$ cat config.mk
export PLATFORM = sky130hd
export DESIGN_NAME = draw_request_issuer
export DESIGN_NICKNAME = d
export VERILOG_FILES = /design/src/rtl/draw_request_issuer_pkg.sv /design/src/rtl/draw_request_issuer_fifo.sv /design/src/rtl/draw_request_issuer.sv
export SDC_FILE = /design/constraint.sdc
export NUM_CORES = 1
export LEC_CHECK = 0
export BUFFER_PORTS_ARGS = -buffer_cell sky130_fd_sc_hd__buf_2
export CORE_MARGIN = 2
export CORE_UTILIZATION = 59
export DETAILED_ROUTE_END_ITERATION = 8
export PLACE_DENSITY = 0.83
export SLEW_MARGIN = 10
export SYNTH_ARGS = -nofsm -noshare
export SYNTH_HDL_FRONTEND = slang
export SYNTH_SLANG_ARGS = --single-unit
$ cat constraint.sdc
create_clock -name clk -period 3.4 [get_ports clk]
set_input_delay 0.51 -clock clk [delete_from_list [all_inputs] [get_ports clk]]
set_output_delay 0.51 -clock clk [all_outputs]
set_load 0.005 [all_outputs]
$ cat src/rtl/draw_request_issuer_pkg.sv
//==============================================================================
// Module   : draw_request_issuer_pkg
// Brief    : Shared constants for the block-draw request issuer: FSM encoding,
//            default field widths and the drawer's full-screen clear duration.
// Revision : 1.0
//==============================================================================
`default_nettype none

package draw_request_issuer_pkg;

    localparam int c_default_x_w   = 8;
    localparam int c_default_y_w   = 7;
    localparam int c_default_col_w = 3;

    // Drawer full-screen clear time; any watchdog limit must sit above this.
    localparam int c_clear_cycles  = 33800;

    localparam int c_state_w = 3;
    typedef logic [c_state_w-1:0] state_t;

    localparam state_t c_st_idle        = 3'd0;
    localparam state_t c_st_issue_clear = 3'd1;
    localparam state_t c_st_issue_draw  = 3'd2;
    localparam state_t c_st_wait_ack    = 3'd3;
    localparam state_t c_st_wait_done   = 3'd4;

endpackage

`default_nettype wire

$ cat src/rtl/draw_request_issuer_fifo.sv
//==============================================================================
// Module   : draw_req_fifo
// Brief    : Synchronous request FIFO with flush; a push on the flush edge is
//            kept as the sole entry and a pop on the flush edge is dropped.
// Revision : 1.0
//==============================================================================
`default_nettype none

module draw_req_fifo #(
    parameter int DEPTH = 8,
    parameter int WIDTH = 18
) (
    input  logic                     clk,
    input  logic                     resetn,
    input  logic                     flush,
    input  logic                     push,
    input  logic                     pop,
    input  logic [WIDTH-1:0]         wdata,
    output logic [WIDTH-1:0]         rdata,
    output logic                     full,
    output logic                     empty,
    output logic [$clog2(DEPTH):0]   count
);

    localparam int c_ptr_w = $clog2(DEPTH);
    localparam int c_cnt_w = c_ptr_w + 1;

    logic [WIDTH-1:0]   r_mem [DEPTH];
    logic [c_ptr_w-1:0] r_wr_ptr;
    logic [c_ptr_w-1:0] r_rd_ptr;
    logic [c_cnt_w-1:0] r_count;
    logic               w_push_ok;
    logic               w_pop_ok;

    assign full      = (r_count == c_cnt_w'(DEPTH));
    assign empty     = (r_count == '0);
    assign count     = r_count;
    assign rdata     = r_mem[r_rd_ptr];
    assign w_push_ok = push && !full;
    assign w_pop_ok  = pop && !empty && !flush;

    always_ff @(posedge clk) begin
        if (w_push_ok) begin
            r_mem[r_wr_ptr] <= wdata;
        end
    end

    always_ff @(posedge clk or negedge resetn) begin
        if (!resetn) begin
            r_wr_ptr <= '0;
            r_rd_ptr <= '0;
            r_count  <= '0;
        end else if (flush) begin
            // Head jumps to the write slot, so a same-edge push becomes the only entry.
            r_rd_ptr <= r_wr_ptr;
            r_wr_ptr <= w_push_ok ? r_wr_ptr + c_ptr_w'(1) : r_wr_ptr;
            r_count  <= c_cnt_w'(w_push_ok);
        end else begin
            if (w_push_ok) begin
                r_wr_ptr <= r_wr_ptr + c_ptr_w'(1);
            end
            if (w_pop_ok) begin
                r_rd_ptr <= r_rd_ptr + c_ptr_w'(1);
            end
            case ({w_push_ok, w_pop_ok})
                2'b10:   r_count <= r_count + c_cnt_w'(1);
                2'b01:   r_count <= r_count - c_cnt_w'(1);
                default: r_count <= r_count;
            endcase
        end
    end

endmodule

`default_nettype wire

$ cat src/rtl/draw_request_issuer.sv
//==============================================================================
// Module   : draw_request_issuer
// Brief    : Queues block-draw and screen-clear requests and issues them as
//            single-cycle pulses to the 4x4 block drawer when it is ready.
//            Optional watchdog: define DRAW_ISSUER_WATCHDOG_EN.
// Revision : 1.0
//==============================================================================
`default_nettype none

module draw_request_issuer
    import draw_request_issuer_pkg::*;
#(
    parameter int DEPTH       = 8,
    parameter int X_W         = c_default_x_w,
    parameter int Y_W         = c_default_y_w,
    parameter int COL_W       = c_default_col_w,
    parameter int WDOG_CYCLES = 65535
) (
    input  logic                     clk,
    input  logic                     resetn,
    input  logic                     req_valid,
    output logic                     req_ready,
    input  logic [X_W-1:0]           req_x,
    input  logic [Y_W-1:0]           req_y,
    input  logic [COL_W-1:0]         req_colour,
    input  logic                     clear_req,
    input  logic                     ready_to_draw,
    output logic                     enable_start,
    output logic                     enable_clear,
    output logic [X_W-1:0]           x_out,
    output logic [Y_W-1:0]           y_out,
    output logic [COL_W-1:0]         colour_out,
    output logic                     busy,
    output logic [$clog2(DEPTH):0]   fifo_count
`ifdef DRAW_ISSUER_WATCHDOG_EN
   ,output logic                     wdog_err
`endif
);

    localparam int c_pld_w = X_W + Y_W + COL_W;

    if (DEPTH < 2 || (DEPTH & (DEPTH - 1)) != 0) begin : g_depth_chk
        $error("DEPTH must be a power of 2 and at least 2");
    end

    if (WDOG_CYCLES <= c_clear_cycles) begin : g_wdog_limit_chk
        $error("WDOG_CYCLES must exceed the drawer full-clear duration");
    end

    state_t             r_state;
    state_t             w_next_state;
    logic               r_clear_pending;
    logic               r_enable_start;
    logic               r_enable_clear;
    logic [X_W-1:0]     r_x;
    logic [Y_W-1:0]     r_y;
    logic [COL_W-1:0]   r_colour;
    logic               w_fifo_full;
    logic               w_fifo_empty;
    logic [c_pld_w-1:0] w_head;
    logic               w_pop;
    logic               w_issue_clear;
    logic               w_waiting;
    logic               w_wdog_hit;

    draw_req_fifo #(
        .DEPTH (DEPTH),
        .WIDTH (c_pld_w)
    ) u_fifo (
        .clk    (clk),
        .resetn (resetn),
        .flush  (clear_req),
        .push   (req_valid),
        .pop    (w_pop),
        .wdata  ({req_x, req_y, req_colour}),
        .rdata  (w_head),
        .full   (w_fifo_full),
        .empty  (w_fifo_empty),
        .count  (fifo_count)
    );

`ifdef DRAW_ISSUER_WATCHDOG_EN
    logic [15:0] r_wdog_cnt;
    logic        r_wdog_err;

    assign w_wdog_hit = w_waiting && (r_wdog_cnt == 16'(WDOG_CYCLES));
    assign wdog_err   = r_wdog_err;

    always_ff @(posedge clk or negedge resetn) begin
        if (!resetn) begin
            r_wdog_cnt <= '0;
            r_wdog_err <= 1'b0;
        end else begin
            r_wdog_cnt <= (w_waiting && !w_wdog_hit) ? r_wdog_cnt + 16'd1 : 16'd0;
            if (w_wdog_hit) begin
                r_wdog_err <= 1'b1;
            end
        end
    end
`else
    assign w_wdog_hit = 1'b0;
`endif

    always_ff @(posedge clk or negedge resetn) begin
        if (!resetn) begin
            r_state <= c_st_idle;
        end else begin
            r_state <= w_next_state;
        end
    end

    always_comb begin
        w_next_state = r_state;
        case (r_state)
            c_st_idle: begin
                if (ready_to_draw && r_clear_pending) begin
                    w_next_state = c_st_issue_clear;
                end else if (w_pop) begin
                    w_next_state = c_st_issue_draw;
                end
            end
            c_st_issue_clear: w_next_state = c_st_wait_ack;
            c_st_issue_draw:  w_next_state = c_st_wait_ack;
            c_st_wait_ack: begin
                if (w_wdog_hit) begin
                    w_next_state = c_st_idle;
                end else if (!ready_to_draw) begin
                    w_next_state = c_st_wait_done;
                end
            end
            c_st_wait_done: begin
                if (w_wdog_hit || ready_to_draw) begin
                    w_next_state = c_st_idle;
                end
            end
            default: w_next_state = c_st_idle;
        endcase
    end

    // A clear arriving on the pop edge wins: the draw is not started and the flush takes the entry.
    always_comb begin
        w_pop         = 1'b0;
        w_issue_clear = 1'b0;
        w_waiting     = 1'b0;
        case (r_state)
            c_st_idle: begin
                w_pop = ready_to_draw && !r_clear_pending && !w_fifo_empty && !clear_req;
            end
            c_st_issue_clear: w_issue_clear = 1'b1;
            c_st_wait_ack,
            c_st_wait_done:   w_waiting = 1'b1;
            default: begin
                w_pop         = 1'b0;
                w_issue_clear = 1'b0;
                w_waiting     = 1'b0;
            end
        endcase
    end

    always_ff @(posedge clk or negedge resetn) begin
        if (!resetn) begin
            r_enable_start  <= 1'b0;
            r_enable_clear  <= 1'b0;
            r_clear_pending <= 1'b0;
            r_x             <= '0;
            r_y             <= '0;
            r_colour        <= '0;
        end else begin
            r_enable_start <= (r_state == c_st_issue_draw);
            r_enable_clear <= w_issue_clear;
            if (clear_req) begin
                r_clear_pending <= 1'b1;
            end else if (w_issue_clear) begin
                r_clear_pending <= 1'b0;
            end
            if (w_pop) begin
                {r_x, r_y, r_colour} <= w_head;
            end
        end
    end

    assign req_ready    = !w_fifo_full;
    assign enable_start = r_enable_start;
    assign enable_clear = r_enable_clear;
    assign x_out        = r_x;
    assign y_out        = r_y;
    assign colour_out   = r_colour;
    assign busy         = (r_state != c_st_idle) || !w_fifo_empty || r_clear_pending;

endmodule

`default_nettype wire

# [Word level (Yosys, flattened, before mapping)]
# Memory sizes are Yosys's and may differ from the RTL's. A register that Yosys moved wholly into a read port is not among the register bits.
# Index checks and enable logic that the tools add are counted.
[totals] mem_bits_rw=144 memories=1 register_bits=16 output_inout_bits=26
[memory_table] memory="u_fifo.r_mem" depth=8 width=18 rd=1 rd_clocked_by_memory_dff=1 write_ports=1 line="draw_request_issuer_fifo.sv:28" source="logic [WIDTH-1:0] r_mem [DEPTH];"
[op_classes] n_mux=15 eq_ne=10 reduce_logical=22 addsub=4
[ops] op="$mux W3" n=6
[ops] op="$pmux W3 S4" n=1
[ops] op="$pmux W4 S2" n=1
[ops] op="$logic_and A1 B1 Y1" n=7
[ops] op="$add A3 B1 Y3 const B" n=2
[ops] op="$eq A3 B2 Y1 const B" n=2
[ops] op="$mux W1" n=6
[ops] op="$reduce_bool A3 Y1" n=2
[ops] op="$logic_not A1 Y1" n=5
[ops] op="$add A4 B1 Y4 const B" n=1
[ops] op="$eq A4 B4 Y1 const B" n=1
[ops] op="$logic_not A4 Y1" n=1
[ops] op="$mux W4" n=1
[ops] op="$ne A2 B2 Y1 const B" n=2
[ops] op="$reduce_bool A2 Y1" n=2
[ops] op="$sub A4 B1 Y4 const B" n=1
[ops] op="$eq A3 B1 Y1 const B" n=1
[ops] op="$eq A3 B3 Y1 const B" n=1
[ops] op="$logic_not A3 Y1" n=1
[ops] op="$ne A3 B2 Y1 const B" n=1
[ops] op="$reduce_and A3 Y1" n=1
[ops] op="$eq A2 B1 Y1 const B" n=1
[ops] op="$eq A2 B2 Y1 const B" n=1
[ops] op="$logic_or A1 B1 Y1" n=2
[ops] op="$reduce_or A2 Y1" n=1

# [Longest topological paths before layout]
[logic_depth] depth_word=10 depth_mapped=10

# [Modules after synthesis]
# Synthesis repeated with hierarchy kept, for this count alone.
[hier_totals] cells_unflattened=345 hier_area_um2=7074.3
[modules_own_cells] mod="draw_req_fifo" instances=1 seq_area_each_um2=4574.4 area_per_inst_um2=6094.6 cells_each=282
[modules_own_cells] mod="draw_request_issuer" instances=1 seq_area_each_um2=600.6 area_per_inst_um2=979.7 cells_each=63

# [Worst setup path before layout]
# No wires, ideal clock.
[synth_path] path_kind="flip-flop to flip-flop" from="register u_fifo.r_count[3] (netlist: u_fifo.count[3])" to="memory u_fifo.r_mem[0][0], enable pin" setup_time_ns=0.439 required_time_ns=2.961 n_path_buf=0 stages_incl_launch_ff=4 t_arrival_ns=2.573 period_less_slack_ns=3.012 setup_slack_ns=0.388 cell_sequence="dfrtp_1 or4b_4 nand2_1 nor4_1"
[synth_via] elab_chain_cells=5
[synth_rtl] element="start: declaration" line="draw_request_issuer_fifo.sv:31" source="logic [c_cnt_w-1:0] r_count;"
[synth_rtl] element="start signal: assignment" line="draw_request_issuer_fifo.sv:57" source="r_count <= c_cnt_w'(w_push_ok);"
[synth_rtl] element="start signal: assignment" line="draw_request_issuer_fifo.sv:66" source="2'b10: r_count <= r_count + c_cnt_w'(1);"
[synth_rtl] element="start signal: assignment" line="draw_request_issuer_fifo.sv:67" source="2'b01: r_count <= r_count - c_cnt_w'(1);"
[synth_rtl] element="$eq A4 B4 Y1" line="draw_request_issuer_fifo.sv:35" source="assign full = (r_count == c_cnt_w'(DEPTH));"
[synth_rtl] element="$logic_not A1 Y1"
[synth_rtl] element="net req_ready" line="draw_request_issuer.sv:22" source="output logic req_ready,"
[synth_rtl] element="$logic_and A1 B1 Y1" line="draw_request_issuer_fifo.sv:39" source="assign w_push_ok = push && !full;"
[synth_rtl] element="$mux W1" line="draw_request_issuer_fifo.sv:43" source="if (w_push_ok) begin"
[synth_rtl] element="$mux W1 (implied by the code)" line="draw_request_issuer_fifo.sv:44" source="r_mem[r_wr_ptr] <= wdata;"
[synth_rtl] element="end: declaration" line="draw_request_issuer_fifo.sv:28"
# The timed path passes the listed nets, and every way through them passes these cells.

# [Final worst setup path]
[layout_path] from="register u_fifo.r_count[1] (netlist: u_fifo.count[1])" to="register u_fifo.r_count[3] (netlist: u_fifo.count[3])"
[layout_via] elab_chain_cells=10
[layout_rtl] element="$logic_not A4 Y1" line="draw_request_issuer_fifo.sv:36" source="assign empty = (r_count == '0);"
[layout_rtl] element="$logic_not A1 Y1" line="draw_request_issuer_fifo.sv:40, draw_request_issuer.sv:147"
[layout_rtl] element="$logic_and A1 B1 Y1 (2 in a row)" line="draw_request_issuer.sv:147" source="w_pop = ready_to_draw && !r_clear_pending && !w_fifo_empty && !clear_req;"
[layout_rtl] element="$mux W1" line="draw_request_issuer.sv:145" source="case (r_state)"
[layout_rtl] element="$logic_and A1 B1 Y1 (2 in a row)" line="draw_request_issuer_fifo.sv:40" source="assign w_pop_ok = pop && !empty && !flush;"
[layout_rtl] element="$eq A2 B1 Y1 or $eq A2 B2 Y1 (tied branches)" line="draw_request_issuer_fifo.sv:65" source="case ({w_push_ok, w_pop_ok})"
[layout_rtl] element="$pmux W4 S2" line="draw_request_issuer_fifo.sv:65"
[layout_rtl] element="$mux W4" line="draw_request_issuer_fifo.sv:53" source="end else if (flush) begin"
# Several ways; a longest one is shown, not always the timed one.
# A chain may end at the register's enable or synchronous reset.

==> out/results.txt <==
status: finished clean
sequential-to-total area share from yosys stat: 0.748
RSZ-0062 raised after global routing: no
maximum VDD drop: 537 uV
LEAKAGE: 2.87 nW
WP data required: 3.70 ns
final net count: 452
drt via density: 6.15
layout cell share with drive strength beyond 1: 0.301
global-route wire length before repair: 19.8 mm
CP arrival: 2.94 ns
Unique masters post-synth: 37
Clk Latency, worst-skew pair: 0.42 ns
fmax: 380 MHz
postcts setup bufs: 0
Clk pwr share: 0.293
TritonCTS buffer count: 17
antenna-violating nets left: 0
critical path class: reg2reg
initial drt markers: 292
CP delay by family, top: simple AND/OR/NAND/NOR gates
Root Driver: clkbuf_16
# hold bufs at CTS: 0
DRT Pass-1 Iters: 7
post_cts resized: 0
max-slew violations: 0
Mean Syn Cell Area: 19.1 sq um
most frequent cells in the layout: 144 x edfxtp_1, 48 x buf_2, 36 x mux4_2
Logic pwr share: 0.223
CP Capture Type: register
CP max FO: 8
vias in the first global route: 3671
H-tree lvl count: 4
register bit total from synthesis: 178
crit path buf inv count: 0
IO Port Bufs: 48
CTS sink cnt: 178
ys async rst share: 0.191
io pins: 49
most common cell after layout, fill and taps aside: edfxtp_1
die area: 12600 sq um
Routed WL: 12.8 mm
# rows: 39
Initial Util: 0.606
area grow syn2layout: 14.9%
remaining global-route overflow: 0
per-cell routed wire length: 22.1 um
final hold viol count: 0
min-delay worst type: in2async
global routing usage on met1: 0.284
Power Density: 796 nW/um^2
min cycle time layout: 2.63 ns
DR vias: 3571
switching power total: 1.72 mW
CP peak stage delay: 0.58 ns
final setup vio count: 0
initial antenna violation count: 0
clock-pin slew of the registers on the worst-case setup and hold paths: 0.06 ns
chip width: 112 um
GPL Wtd Cong: 0.851
Most used DFF post-synth: edfxtp_1
gate count after technology mapping: 362
YS warnings: 0
Pint: 4.60 mW
busiest grt layer: met2
CTS tree: built
M2 GR Usage: 0.353
Least-Margin Pin Slew: 0.844 ns
DR DRC count: 0
worst path cell trace: or4b_4, and2_4, nor2_2, ha_1, a31oi_1, nand2_1, or3_1, nor4bb_2
dpl hpwl: 7.39 mm
core box area: 11400 sq um
CP max stage cell: or4b_4
worst-case clock buffer depth: 2
Post-synth EDFFs: 144
skew final: 0.00949 ns
ant diodes: 0
Max Cap Viol: 0
M3 GR Usage: 0.0518
startpoint types: register
Mapped Nets: 389
mapped cell area: 6920 sq um
sequential share of power: 0.483
total negative slack: 0 ns
GRT Total Usage: 0.216
relative slew slack: 0.437
Sw Ratio: 0.272
largest net degree at the start of global routing: 42
Die H: 112 um
Fillers: 706
Final Cycle Share: 0.775
Total Power Consumption: 6.33 mW
==> power groups by stage <==
stage	sequential, mW	combinational [mW]	clock [mW]
after floorplan	3.01	0.980	0
after global placement	3.06	1.39	0
after detailed placement	3.09	1.42	0
after CTS	3.06	1.44	1.87
after global routing	3.10	1.54	1.96
final	3.06	1.41	1.86
==> area by class of cell <==
| cell class | instances | area (sq um) | area share |
|---|---|---|---|
| clock buffer | 26 | 479 | 0.0603 |
| clock inverter | 6 | 78.8 | 0.00991 |
| inverter | 1 | 3.75 | 0.000472 |
| multi-input combinational | 167 | 1690 | 0.213 |
| sequential | 178 | 5180 | 0.651 |
| tap | 143 | 179 | 0.0225 |
| timing repair buffer | 60 | 343 | 0.0431 |
==> final timing paths <==
path / from / depth (start not counted) / slack [ns] / endpoint
worst max register to register: u_fifo.count[1] / 8 / 0.77 / u_fifo.count[3]
worst min-delay path: resetn / 1 / 0.19 / u_fifo.count[2]
max in group asynchronous: resetn / 1 / 2.63 / u_fifo.r_rd_ptr[0]
worst max-delay path: u_fifo.count[1] / 8 / 0.77 / u_fifo.count[3]
min in group clk: ready_to_draw / 2 / 0.29 / r_state[2]
worst min register to register: x_out[1] / 2 / 0.47 / x_out[1]
==> cell usage after synthesis, types with 2 or more instances <==
| master | n | area [sq um] |
|---|---|---|
| xnor2_1 | 4 | 35.0 |
| nor2_1 | 7 | 26.3 |
| dfrtp_1 | 34 | 851 |
| nor3_1 | 6 | 30.0 |
| a31oi_1 | 2 | 12.5 |
| o21ai_0 | 18 | 90.1 |
| ha_1 | 4 | 50.1 |
| mux4_2 | 36 | 811 |
| nor3b_1 | 2 | 15.0 |
| nand2b_1 | 2 | 12.5 |
| xor2_1 | 4 | 35.0 |
| nand3b_1 | 2 | 15.0 |
| o21ai_1 | 4 | 20.0 |
| buf_2 | 8 | 40.0 |
| mux2i_1 | 21 | 210 |
| clkbuf_1 | 7 | 26.3 |
| nand2_1 | 33 | 124 |
| a21oi_1 | 4 | 20.0 |
| nor4_1 | 2 | 12.5 |
| edfxtp_1 | 144 | 4320 |
| o21bai_1 | 2 | 15.0 |
==> worst register-to-register path, stage by stage (launching register included) <==
cell,delay [ns]
dfrtp_1,0.47
or4b_4,0.58
and2_4,0.21
nor2_2,0.16
ha_1,0.30
a31oi_1,0.18
nand2_1,0.10
or3_1,0.34
nor4bb_2,0.17
==> routing by layer <==
layer	wire [um]	vias to the layer above
met4	225	0
met1	5360	1859
met2	6540	128
met5	0	-
met3	684	20
li1	-	1564
==> cells by family after synthesis <==
kind of cell | Yosys count | share of synthesized area
flip-flops | 178 | 0.748
AND/OR/NAND/NOR | 66 | 0.0495
multiplexers | 57 | 0.147
AO/OA/AOI/OAI | 31 | 0.0240
buffers and inverters | 17 | 0.0117
XOR/XNOR | 9 | 0.0125
adder cells (fa/ha/maj) | 4 | 0.00723
==> registers in the layout, summed over array words and instances (netlist names) <==
name / count
u_fifo.r_mem: 144
x_out: 8
y_out: 7
u_fifo.count: 4
colour_out: 3
r_state: 3
u_fifo.r_rd_ptr: 3
u_fifo.r_wr_ptr: 3
enable_clear: 1
enable_start: 1
r_clear_pending: 1
==> per-stage QoR <==
stage / utilization / worst slack (ns) / cell area (sq um) / instances / hold WS (ns)
2_1_floorplan: - / 0.388 / 6920 / 362 / 0.214
3_3_place_gp: 0.648 / 0.807 / 7390 / 549 / 0.458
3_5_place_dp: 0.648 / 0.690 / 7390 / 549 / 0.465
4_1_cts: 0.696 / 0.790 / 7950 / 581 / 0.212
5_1_grt: 0.696 / 0.670 / 7950 / 581 / 0.257
6_report: 0.696 / 0.765 / 7950 / 581 / 0.189
Note: power is estimated with default switching activity, not from simulation.
